### src/rtl/fifo_ctrl_pkg.sv
// fifo_ctrl_pkg: shared definitions for the FIFO control core and its consumers.
//   DEPTH/PTR_W/CNT_W  - FIFO geometry (8 entries, 3-bit pointers, 4-bit count)
//   state_t            - registered op code decoded by fifo_out
package fifo_ctrl_pkg;

  localparam int unsigned DEPTH = 8;
  localparam int unsigned PTR_W = 3;
  localparam int unsigned CNT_W = 4;

  typedef logic [PTR_W-1:0] ptr_t;
  typedef logic [CNT_W-1:0] cnt_t;

  // Codes 011 and 100 are reserved; fifo_out relies on these exact encodings.
  typedef enum logic [2:0] {
    INIT_S   = 3'b000,
    WRITE_S  = 3'b001,
    READ_S   = 3'b010,
    WR_ERR_S = 3'b101,
    RD_ERR_S = 3'b110,
    NOP_S    = 3'b111
  } state_t;

endpackage

### src/rtl/fifo_ctrl_if.sv
// fifo_ctrl_if: request/status bundle between the FIFO control core and the rest
// of the FIFO.
//   wr_en, rd_en       - requests into the core
//   state, data_count  - registered op code and occupancy, decoded by fifo_out
//   head, tail         - read / write pointers into the register file
//   we, re             - combinational register-file / output-register strobes
// master = control core (producer of status), slave = requester / consumer.
interface fifo_ctrl_if;
  import fifo_ctrl_pkg::*;

  logic   wr_en;
  logic   rd_en;
  state_t state;
  cnt_t   data_count;
  ptr_t   head;
  ptr_t   tail;
  logic   we;
  logic   re;

  modport master (
    input  wr_en, rd_en,
    output state, data_count, head, tail, we, re
  );

  modport slave (
    output wr_en, rd_en,
    input  state, data_count, head, tail, we, re
  );
endinterface

### src/rtl/fifo_ns.sv
// fifo_ns: combinational next-state, next-count and next-pointer decode.
//   data_count, head, tail - current registered values
//   wr_en, rd_en           - requests this cycle
//   next_*                 - values to load on the coming edge
//   we, re                 - strobes for the coming edge (reset gating is done by the caller)
module fifo_ns
  import fifo_ctrl_pkg::*;
(
  input  cnt_t   data_count,
  input  ptr_t   head,
  input  ptr_t   tail,
  input  logic   wr_en,
  input  logic   rd_en,
  output state_t next_state,
  output cnt_t   next_count,
  output ptr_t   next_head,
  output ptr_t   next_tail,
  output logic   we,
  output logic   re
);

  logic is_full;
  logic is_empty;

  assign is_full  = (data_count == CNT_W'(DEPTH));
  assign is_empty = (data_count == '0);

  always_comb begin
    next_state = NOP_S;
    next_count = data_count;
    next_head  = head;
    next_tail  = tail;
    we         = 1'b0;
    re         = 1'b0;

    // Priority order matters: a simultaneous request is a no-op even when
    // one side alone would have been an error.
    if (wr_en && rd_en) begin
      next_state = NOP_S;
    end else if (wr_en && is_full) begin
      next_state = WR_ERR_S;
    end else if (wr_en) begin
      next_state = WRITE_S;
      next_count = data_count + CNT_W'(1);
      next_tail  = tail + PTR_W'(1);
      we         = 1'b1;
    end else if (rd_en && is_empty) begin
      next_state = RD_ERR_S;
    end else if (rd_en) begin
      next_state = READ_S;
      next_count = data_count - CNT_W'(1);
      next_head  = head + PTR_W'(1);
      re         = 1'b1;
    end
  end

endmodule

### src/rtl/fifo_ctrl.sv
// fifo_ctrl: control core of the 8-entry FIFO.
//   clk    - rising-edge clock
//   reset  - synchronous, active-high reset
//   bus    - fifo_ctrl_if.master: wr_en/rd_en in; state, data_count, head, tail,
//            we, re out
// State, count and pointers are registered with one-cycle latency; we/re are
// combinational so the register file captures on the same edge.
module fifo_ctrl
  import fifo_ctrl_pkg::*;
(
  input  logic       clk,
  input  logic       reset,
  fifo_ctrl_if.master bus
);

  state_t next_state;
  cnt_t   next_count;
  ptr_t   next_head;
  ptr_t   next_tail;
  logic   ns_we;
  logic   ns_re;

  fifo_ns u_ns (
    .data_count (bus.data_count),
    .head       (bus.head),
    .tail       (bus.tail),
    .wr_en      (bus.wr_en),
    .rd_en      (bus.rd_en),
    .next_state (next_state),
    .next_count (next_count),
    .next_head  (next_head),
    .next_tail  (next_tail),
    .we         (ns_we),
    .re         (ns_re)
  );

  // Strobes must not fire on an edge where reset discards the operation.
  always_comb begin
    bus.we = ns_we & ~reset;
    bus.re = ns_re & ~reset;
  end

  always_ff @(posedge clk) begin
    if (reset) begin
      bus.state      <= INIT_S;
      bus.data_count <= '0;
      bus.head       <= '0;
      bus.tail       <= '0;
    end else begin
      bus.state      <= next_state;
      bus.data_count <= next_count;
      bus.head       <= next_head;
      bus.tail       <= next_tail;
    end
  end

endmodule

### src/flat_wrapper.sv
// flat-port wrapper written by rule: the top's interface ports become plain ports
module fifo_ctrl_flat import fifo_ctrl_pkg::*;
  (clk, reset, bus_wr_en, bus_rd_en, bus_state, bus_data_count, bus_head, bus_tail, bus_we, bus_re);
  fifo_ctrl_if bus_i ();
  input  logic clk;
  input  logic reset;
  input wire logic [$bits(bus_i.wr_en)-1:0] bus_wr_en;
  input wire logic [$bits(bus_i.rd_en)-1:0] bus_rd_en;
  output wire logic [$bits(bus_i.state)-1:0] bus_state;
  output wire logic [$bits(bus_i.data_count)-1:0] bus_data_count;
  output wire logic [$bits(bus_i.head)-1:0] bus_head;
  output wire logic [$bits(bus_i.tail)-1:0] bus_tail;
  output wire logic [$bits(bus_i.we)-1:0] bus_we;
  output wire logic [$bits(bus_i.re)-1:0] bus_re;
  assign bus_i.wr_en = bus_wr_en;
  assign bus_i.rd_en = bus_rd_en;
  assign bus_state = bus_i.state;
  assign bus_data_count = bus_i.data_count;
  assign bus_head = bus_i.head;
  assign bus_tail = bus_i.tail;
  assign bus_we = bus_i.we;
  assign bus_re = bus_i.re;
  fifo_ctrl u_core (.clk(clk), .reset(reset), .bus(bus_i));
endmodule
### config.mk
export PLATFORM = sky130hd
export DESIGN_NAME = fifo_ctrl_flat
export DESIGN_NICKNAME = d
export VERILOG_FILES = /design/src/rtl/fifo_ctrl_pkg.sv /design/src/rtl/fifo_ctrl_if.sv /design/src/rtl/fifo_ns.sv /design/src/rtl/fifo_ctrl.sv /design/src/flat_wrapper.sv
export SDC_FILE = /design/constraint.sdc
export NUM_CORES = 1
export LEC_CHECK = 0
export BUFFER_PORTS_ARGS = -buffer_cell sky130_fd_sc_hd__clkbuf_2
export CORE_AREA = 2 2 39 41
export CTS_CLUSTER_DIAMETER = 80
export CTS_CLUSTER_SIZE = 30
export DETAILED_ROUTE_END_ITERATION = 6
export DIE_AREA = 0 0 41 43
export GPL_TIMING_DRIVEN = 0
export PLACE_DENSITY = 0.75
export SLEW_MARGIN = 20
export SYNTH_ARGS = -nofsm -noshare
export SYNTH_HDL_FRONTEND = slang
export SYNTH_SLANG_ARGS = --single-unit
### constraint.sdc
create_clock -name clk -period 2.65 [get_ports clk]
set_clock_uncertainty 0.05 [all_clocks]
set_input_delay 0 -clock clk [delete_from_list [all_inputs] [get_ports clk]]
set_output_delay 0 -clock clk [all_outputs]
set_load 0.05 [all_outputs]
==> results.toml, run 1 <==
[finish]
layout-drive-gt1-share_pct = 27.3
final_cell_mix = "clkbuf_2 (17), nor2_1 (13), dfxtp_1 (13)"
final_util_pct = 56.2
stdcell_area_sq_um = 778
insertedDiodeCount = 0
layout_commonest_cell = "clkbuf_2"
fillers = 141
fin_nets = 98
seq_area_sq_um = 260
area_growth_pct = 22.2
multi_input_area_sq_um = 362

[synthesis]
synth_top_family_by_area = "simple AND/OR/NAND/NOR gates"
syn_area_per_cell_sq_um = 9.65
synth_compound_area_share_pct = 12.0
synth_seq_cells = 13
syn_inst = 66
yosys.area_share.simple_pct = 19.4
synth_seq_area_share_pct = 40.9
yosysUniqueCellTypes = 25
syn_nets = 75
synth_warnings = 0
synth-xor-area-share_pct = 9.63
syn_area_sq_um = 637
synth_adder_area_share_pct = 11.0
muxShareOfSynthArea_pct = 4.72

[grt]
grt_max_degree = 11
antenna_found_initial = 0
grt_pass1_vias = 490
overflow = 0
grt_pass1_wl_um = 2100
grt_usage_pct = 18.0

[floorplanning]
core.rowCount = 14
io_pins = 19
die_area_sq_mm = 0.00176
start_util_pct = 46.0
dieHeight_um = 43
coreArea_sq_mm = 0.00138
die_w_um = 41

[critical_path]
cp.arrival_ns = 1.82
reg2reg_from = "u_core.bus.data_count[2]$_SDFFE_PP0P_"
cp_max_fo = 8
critPathKind = "flip-flop to output port"
reg2reg_slack_ns = 0.98
cp.required_ns = 2.60
rr_worst_depth = 5
end_kind = "output port"
cp-start-kind = "flip-flop"
r2r-end = "u_core.bus.data_count[3]$_SDFFE_PP0P_"

[cts]
clkTransAtPathRegs_ns = 0.07
cts_tree = "built"
cts_sinks = 13
cts_buffers = 3
ctsHoldBuffers = 1
cts_resized = 0
clock_latency_ns = 0.27
cts.path.max_buffers = 2
cts_root_buf = "clkbuf_4"
cts_setup_buffers = 0
htreeDepth = 1

[drt]
ant_nets = 0
drt_iter0_drc = 2
firstDrtPassIters = 2
drt-total-wl_um = 1230
drc = 0
avgRoutedWirePerCell_um = 11.8
vias_per_cell = 5.13
vias = 534

[timing]
fin_ws_ns = 0.782
fin_crit_sh_pct = 70.5
worst_slew_pin_slew_ns = 0.405
fin_crit_ns = 1.87
rsz0062_at_grt = "no"
drv_slew = 0
finalHoldViolCount = 0
setup-tns-final_ns = 0
setup_viol = 0
relSlewSlack_pct = 72.3
max_freq_mhz = 535

[placed_design]
placed_area_sq_um = 742
io_buffers = 17
place_ws_ns = 1.02
gp_congestion = 0.709
place_hpwl_um = 891

[hold_path]
holdPathEnd = "u_core.bus.state[1]$_SDFF_PP0_"
min_from = "reset"
min_path_type = "input pin to flip-flop"
whs_path_depth = 2

[flow_run]
maxCapViolations = 0

[outcome]
status = "completed"

[power]
irDropWorstVdd_mv = 0.388
p_leak_nw = 0.356
p_per_area_mw_per_mm2 = 943
## flip-flops by register name, indices dropped and copies added, names as in the netlist
signal	cells
u_core.bus.data_count	4
u_core.bus.head	3
u_core.bus.state	3
u_core.bus.tail	3
## cell families (layout without fill, tap and decap cells)
kind of cell / Yosys count / in the layout
compound gates: 10 / 10
xor+xnor: 7 / 7
fa+ha+maj: 5 / 5
buf+inv: 4 / 26
flops: 13 / 13
mux: 3 / 3
simple gates: 24 / 24
## per-layer routing
layer / up-vias / routed length, um / track usage (%)
met5: - / 0 / 0
met4: 0 / 27 / 12.0
met3: 4 / 50 / 3.14
met2: 16 / 602 / 26.6
met1: 239 / 549 / 22.7
li1: 275 / - / -
## layout make-up
class                      count  area share (%)
timing repair buffer          18            12.2
buffer                         2           0.965
multi-input combinational     49            46.5
sequential                    13            33.4
clock buffer                   4            3.38
inverter                       2           0.965
tap                           16            2.57
## through the flow
stage / total power [mW] / hold slack [ns] / cells
final: 0.734 / 0.0507 / 104
after global routing: 0.788 / 0.0606 / 104
after CTS: 0.740 / 0.0405 / 104
after detailed placement: 0.618 / 0.226 / 99
after global placement: 0.605 / 0.223 / 99
after floorplan: 0.549 / 0.102 / 66
## cells in the mapped netlist
cell type | instances | area (sq um)
o211ai_1 | 1 | 7.51
and2_4 | 1 | 8.76
fa_1 | 1 | 20.0
nor2_1 | 13 | 48.8
inv_1 | 2 | 7.51
or3_4 | 1 | 11.3
o22a_2 | 1 | 10.0
a21oi_1 | 1 | 5.00
nand3_1 | 2 | 10.0
nor2b_1 | 3 | 18.8
o21ai_2 | 1 | 8.76
a31oi_1 | 1 | 6.26
a2111oi_0 | 2 | 17.5
xnor2_1 | 3 | 26.3
nor3_1 | 2 | 10.0
o311ai_0 | 1 | 8.76
or4b_1 | 1 | 10.0
o21ai_0 | 1 | 5.00
clkbuf_1 | 2 | 7.51
a211oi_1 | 1 | 7.51
xor2_1 | 4 | 35.0
mux2i_1 | 3 | 30.0
dfxtp_1 | 13 | 260
and3_1 | 1 | 6.26
ha_1 | 4 | 50.1
## how the worst max path moves through the flow
stage                                                     start                                     to  slack, ns
after floorplan           u_core.bus.data_count[0]$_SDFFE_PP0P_                                 bus_we       0.78
after global placement    u_core.bus.data_count[3]$_SDFFE_PP0P_                                 bus_we       1.11
after detailed placement  u_core.bus.data_count[2]$_SDFFE_PP0P_  u_core.bus.data_count[3]$_SDFFE_PP0P_       1.02
after CTS                 u_core.bus.data_count[3]$_SDFFE_PP0P_                                 bus_we       0.78
after global routing      u_core.bus.data_count[3]$_SDFFE_PP0P_                                 bus_we       0.69
final                     u_core.bus.data_count[3]$_SDFFE_PP0P_                                 bus_we       0.78
## critical path: stages, from the launching register on
cell and delay (ns):
dfxtp_1 0.49, or4b_1 0.50, and2_4 0.19, nor2b_1 0.12, clkbuf_2 0.25
## where the power goes
part	switching, mW	internal (mW)
registers	0.0493	0.230
clock network	0.0609	0.0583
logic	0.224	0.111
total	0.335	0.399
(Power assumes the default switching activity.)
==> run 2, diff against run 1 <==
Settings changed: CORE_AREA 2 2 39 41 to unset, CORE_MARGIN set to 2, CORE_UTILIZATION set to 48, DIE_AREA 0 0 41 43 to unset.
Clock period 2.65 ns to 1.9 ns, I/O delays scaled along.
==> run 2 against run 1 <==
Clock-buffer cell count stayed put. Via count fell by 2.1%. Register-to-register slack lost 0.71 ns. Worst setup slack got worse by 0.68 ns. Wire length is 14% lower. Utilization increased by 5.1 points. Hold slack got worse by 0.015 ns.
==> results.toml, run 2 (same netlist as run 1, synthesis figures left out) <==
[outcome]
status = "completed"

[cts]
cts_sinks = 13
htreeDepth = 1
cts_buffers = 3
clock_latency_ns = 0.27
clkTransAtPathRegs_ns = 0.07
cts_root_buf = "clkbuf_4"
cts_tree = "built"
cts.path.max_buffers = 2

[critical_path]
cp-start-kind = "flip-flop"
end_kind = "output port"
cp.arrival_ns = 1.74
reg2reg_slack_ns = 0.27
rr_worst_depth = 5
cp.required_ns = 1.85
critPathKind = "flip-flop to output port"
r2r-end = "u_core.bus.data_count[3]$_SDFFE_PP0P_"
cp_max_fo = 6
reg2reg_from = "u_core.bus.data_count[2]$_SDFFE_PP0P_"

[drt]
drc = 0
vias = 523
ant_nets = 0
drt-total-wl_um = 1060
avgRoutedWirePerCell_um = 10.3
drt_iter0_drc = 5
vias_per_cell = 5.08
firstDrtPassIters = 2

[flow_run]
maxCapViolations = 0

[finish]
stdcell_area_sq_um = 778
layout-drive-gt1-share_pct = 28.4
insertedDiodeCount = 0
final_cell_mix = "clkbuf_2 (16), nor2_1 (13), dfxtp_1 (12)"
fin_nets = 98
fillers = 121
regMostFlops = "u_core.bus.data_count"
layout_commonest_cell = "clkbuf_2"
area_growth_pct = 22.2
largest_reg_flops = 4

[floorplanning]
coreArea_sq_mm = 0.00127
core.rowCount = 13
dieHeight_um = 40.4
die_area_sq_mm = 0.00163
io_pins = 19
start_util_pct = 50.2
die_w_um = 40.4

[power]
power_frac_seq_pct = 38.1
power_switching_uw = 456
clkPwrFrac_pct = 16.3
p_comb_share_pct = 45.6
swShare_pct = 44.9
p_int_uw = 559
p_leak_nw = 0.357
p_per_area_mw_per_mm2 = 1300
irDropWorstVdd_mv = 0.750

[timing]
drv_slew = 0
max_freq_mhz = 557
setup-tns-final_ns = 0
fin_crit_sh_pct = 94.5
worst_slew_pin_slew_ns = 0.389
relSlewSlack_pct = 73.4
fin_crit_ns = 1.79
setup_viol = 0
rsz0062_at_grt = "no"
finalHoldViolCount = 0

[grt]
grt_max_degree = 11
grt_pass1_vias = 386
overflow = 0
grt_pass1_wl_um = 1610
grt_usage_pct = 15.8
antenna_found_initial = 0

[hold_path]
whs_path_depth = 2
holdPathEnd = "u_core.bus.head[2]$_SDFFE_PP0P_"
min_from = "reset"
min_path_type = "input pin to flip-flop"

[placed_design]
placed_area_sq_um = 741
gp_congestion = 0.695
io_buffers = 17
==> run 2: worst max path at each step <==
stage / from / end / slack, ns / depth (start not counted)
after floorplan: u_core.bus.data_count[0]$_SDFFE_PP0P_ / bus_we / 0.03 / 3
after global placement: u_core.bus.data_count[3]$_SDFFE_PP0P_ / bus_we / 0.35 / 4
after detailed placement: u_core.bus.data_count[2]$_SDFFE_PP0P_ / u_core.bus.data_count[3]$_SDFFE_PP0P_ / 0.29 / 5
after CTS: u_core.bus.data_count[3]$_SDFFE_PP0P_ / bus_we / 0.03 / 4
after global routing: u_core.bus.data_count[0]$_SDFFE_PP0P_ / bus_we / 0.02 / 4
final: u_core.bus.data_count[0]$_SDFFE_PP0P_ / bus_we / 0.11 / 4
==> run 2: area by class of cell <==
class / count / area [sq um] / share of cell area, %
clock buffers: 4 / 26.3 / 3.38
multi-input cells: 49 / 362 / 46.5
flip-flops and latches: 13 / 262 / 33.6
inverters: 2 / 7.51 / 0.965
plain buffers: 2 / 7.51 / 0.965
repair buffers: 18 / 95.1 / 12.2
well taps: 15 / 18.8 / 2.41
==> run 2: metal layers <==
metal	GRT usage, %	vias up	share of wire [%]
li1	-	278	-
met1	19.3	227	49
met2	22.6	14	43
met3	5.00	4	5.3
met4	12.5	0	2.6
met5	0	-	0
==> run 2: timing repair <==
| item | CTS | global route |
|---|---|---|
| resized for setup | 0 | 2 |
| hold buffers | 1 | 0 |
| buffers inserted | 0 | 0 |
| setup endpoints to repair | 0 | 1 |
| hold endpoints to repair | 1 | 0 |
==> run 2: worst max-delay path: stages (launching register included) <==
cell     delay, ns
dfxtp_1       0.38
or4b_1        0.56
and2_4        0.19
nor2b_1       0.12
buf_2         0.22
==> run 2: power groups by stage <==
stage	registers [mW]	clock network [mW]	logic [mW]
2_1_floorplan	0.547	0	0.219
3_3_place_gp	0.390	0	0.455
3_5_place_dp	0.392	0	0.465
4_1_cts	0.387	0.173	0.467
5_1_grt	0.401	0.188	0.506
6_report	0.387	0.165	0.463
==> run 2: stage by stage <==
stage	power, mW	setup slack [ns]	instances	hold WS, ns	utilization [%]
4_1_cts	1.03	0.0254	103	0.0285	61.2
5_1_grt	1.10	0.0222	103	0.0883	61.3
3_3_place_gp	0.845	0.354	98	0.221	58.4
2_1_floorplan	0.766	0.0339	66	0.102	-
6_report	1.02	0.105	103	0.0358	61.3
3_5_place_dp	0.857	0.286	98	0.217	58.4
==> run 3, diff against run 2 <==
Settings changed: MAX_ROUTING_LAYER set to met4.
==> run 3 against run 2 <==
Worst setup slack is essentially flat. Clock-buffer cell count stayed put. Cell count unchanged. Fmax hardly changed. Critical endpoint unchanged. Non-clock buffer count stayed put. Combinational power barely moved. Power is essentially flat. First-iteration DRC count unchanged. Hold slack is essentially flat. Sequential share of layout area stayed put.
==> results.toml, run 3 (same netlist as run 1, synthesis figures left out) <==
[outcome]
status = "completed"

[grt]
grt_max_degree = 11
grt_pass1_vias = 387
antenna_found_initial = 0
grt_pass1_wl_um = 1610
overflow = 0
grt_usage_pct = 16.3

[cts]
cts_sinks = 13
cts_setup_buffers = 0
htreeDepth = 1
cts_tree = "built"
clkTransAtPathRegs_ns = 0.07
cts_buffers = 3
cts_root_buf = "clkbuf_4"
cts.path.max_buffers = 2
clock_latency_ns = 0.27

[timing]
drv_slew = 0
worst_slew_pin_slew_ns = 0.389
max_freq_mhz = 557
fin_ws_ns = 0.105
relSlewSlack_pct = 73.4
finalHoldViolCount = 0
rsz0062_at_grt = "no"
setup-tns-final_ns = 0
setup_viol = 0
fin_crit_ns = 1.79
fin_crit_sh_pct = 94.5

[floorplanning]
start_util_pct = 50.2
coreArea_sq_mm = 0.00127
dieHeight_um = 40.4
die_w_um = 40.4
core.rowCount = 13
die_area_sq_mm = 0.00163
io_pins = 19

[finish]
final_cell_mix = "clkbuf_2 (16), nor2_1 (13), dfxtp_1 (12)"
insertedDiodeCount = 0
seq_area_sq_um = 262
multi_input_area_sq_um = 362
fin_nets = 98
fillers = 121
largest_reg_flops = 4
layout-drive-gt1-share_pct = 28.4
area_growth_pct = 22.2
layout_commonest_cell = "clkbuf_2"
regMostFlops = "u_core.bus.data_count"

[placed_design]
gp_congestion = 0.703
place_ws_ns = 0.286
io_buffers = 17

[critical_path]
critPathKind = "flip-flop to output port"
crit_buf_inv = 1
worstSetupPathDepth = 4
rr_worst_depth = 5
cp_top_family = "simple AND/OR/NAND/NOR gates"
critPathSlowestCell = "or4b_1"
cp_max_fo = 6
crit_path_max_incr_delay_ns = 0.56
cp_cell_sequence = "or4b_1 > and2_4 > nor2b_1 > buf_2"
end_kind = "output port"
cp.required_ns = 1.85
cp-start-kind = "flip-flop"
cp.arrival_ns = 1.74

[drt]
firstDrtPassIters = 2
drt-total-wl_um = 1060
vias = 523
vias_per_cell = 5.08
drt_iter0_drc = 5
ant_nets = 0
avgRoutedWirePerCell_um = 10.3
drc = 0

[power]
irDropWorstVdd_mv = 0.750
p_per_area_mw_per_mm2 = 1300
power.total_mw = 1.02
p_leak_nw = 0.357

[hold_path]
whs_path_depth = 2
min_path_type = "input pin to flip-flop"

[flow_run]
maxCapViolations = 0
run 3: metrics by stage:
step / cells / hold slack (ns) / cell area [sq um] / utilization, %
CTS: 103 / 0.0285 / 777 / 61.2
floorplan: 66 / 0.102 / 637 / -
global route: 103 / 0.0883 / 778 / 61.3
finish: 103 / 0.0358 / 778 / 61.3
global placement: 98 / 0.221 / 741 / 58.4
detailed placement: 98 / 0.217 / 741 / 58.4
run 3: final cells by class:
class	count	area share, %
Multi-Input combinational cell	49	46.5
Timing Repair Buffer	18	12.2
Buffer	2	0.965
Clock buffer	4	3.38
Sequential cell	13	33.6
Inverter	2	0.965
Tap cell	15	2.41
run 3: repair_timing:
| item | in CTS | in global routing |
|---|---|---|
| gates resized for setup | 0 | 2 |
| hold buffers | 1 | 0 |
| setup endpoints to repair | 0 | 1 |
| hold endpoints to repair | 1 | 0 |
run 3: worst reg2reg max path, stage by stage (launching register included):
cell	delay [ns]
dfxtp_1	0.35
ha_1	0.34
nand3_1	0.14
a2111oi_0	0.40
o21ai_0	0.14
o311ai_0	0.10
run 3: worst paths after layout:
kind                                                             from                               endpoint  slack (ns)
worst min-delay path                                            reset        u_core.bus.head[2]$_SDFFE_PP0P_        0.04
worst max register to register  u_core.bus.data_count[2]$_SDFFE_PP0P_  u_core.bus.data_count[3]$_SDFFE_PP0P_        0.27
worst max-delay path            u_core.bus.data_count[0]$_SDFFE_PP0P_                                 bus_we        0.11
worst min register to register        u_core.bus.head[2]$_SDFFE_PP0P_        u_core.bus.head[2]$_SDFFE_PP0P_        0.47
run 3: report_power, final:
group	internal (mW)	total [mW]	switching, mW
registers	0.323	0.387	0.0642
clock network	0.0813	0.165	0.0836
logic	0.155	0.463	0.308
run 3: per-layer routing:
metal / up-vias / global-route usage [%] / routed length (um)
li1: 278 / - / -
met1: 227 / 19.3 / 521
met2: 14 / 22.6 / 451
met3: 4 / 5.00 / 56
met4: 0 / 12.5 / 27
met5: - / - / 0
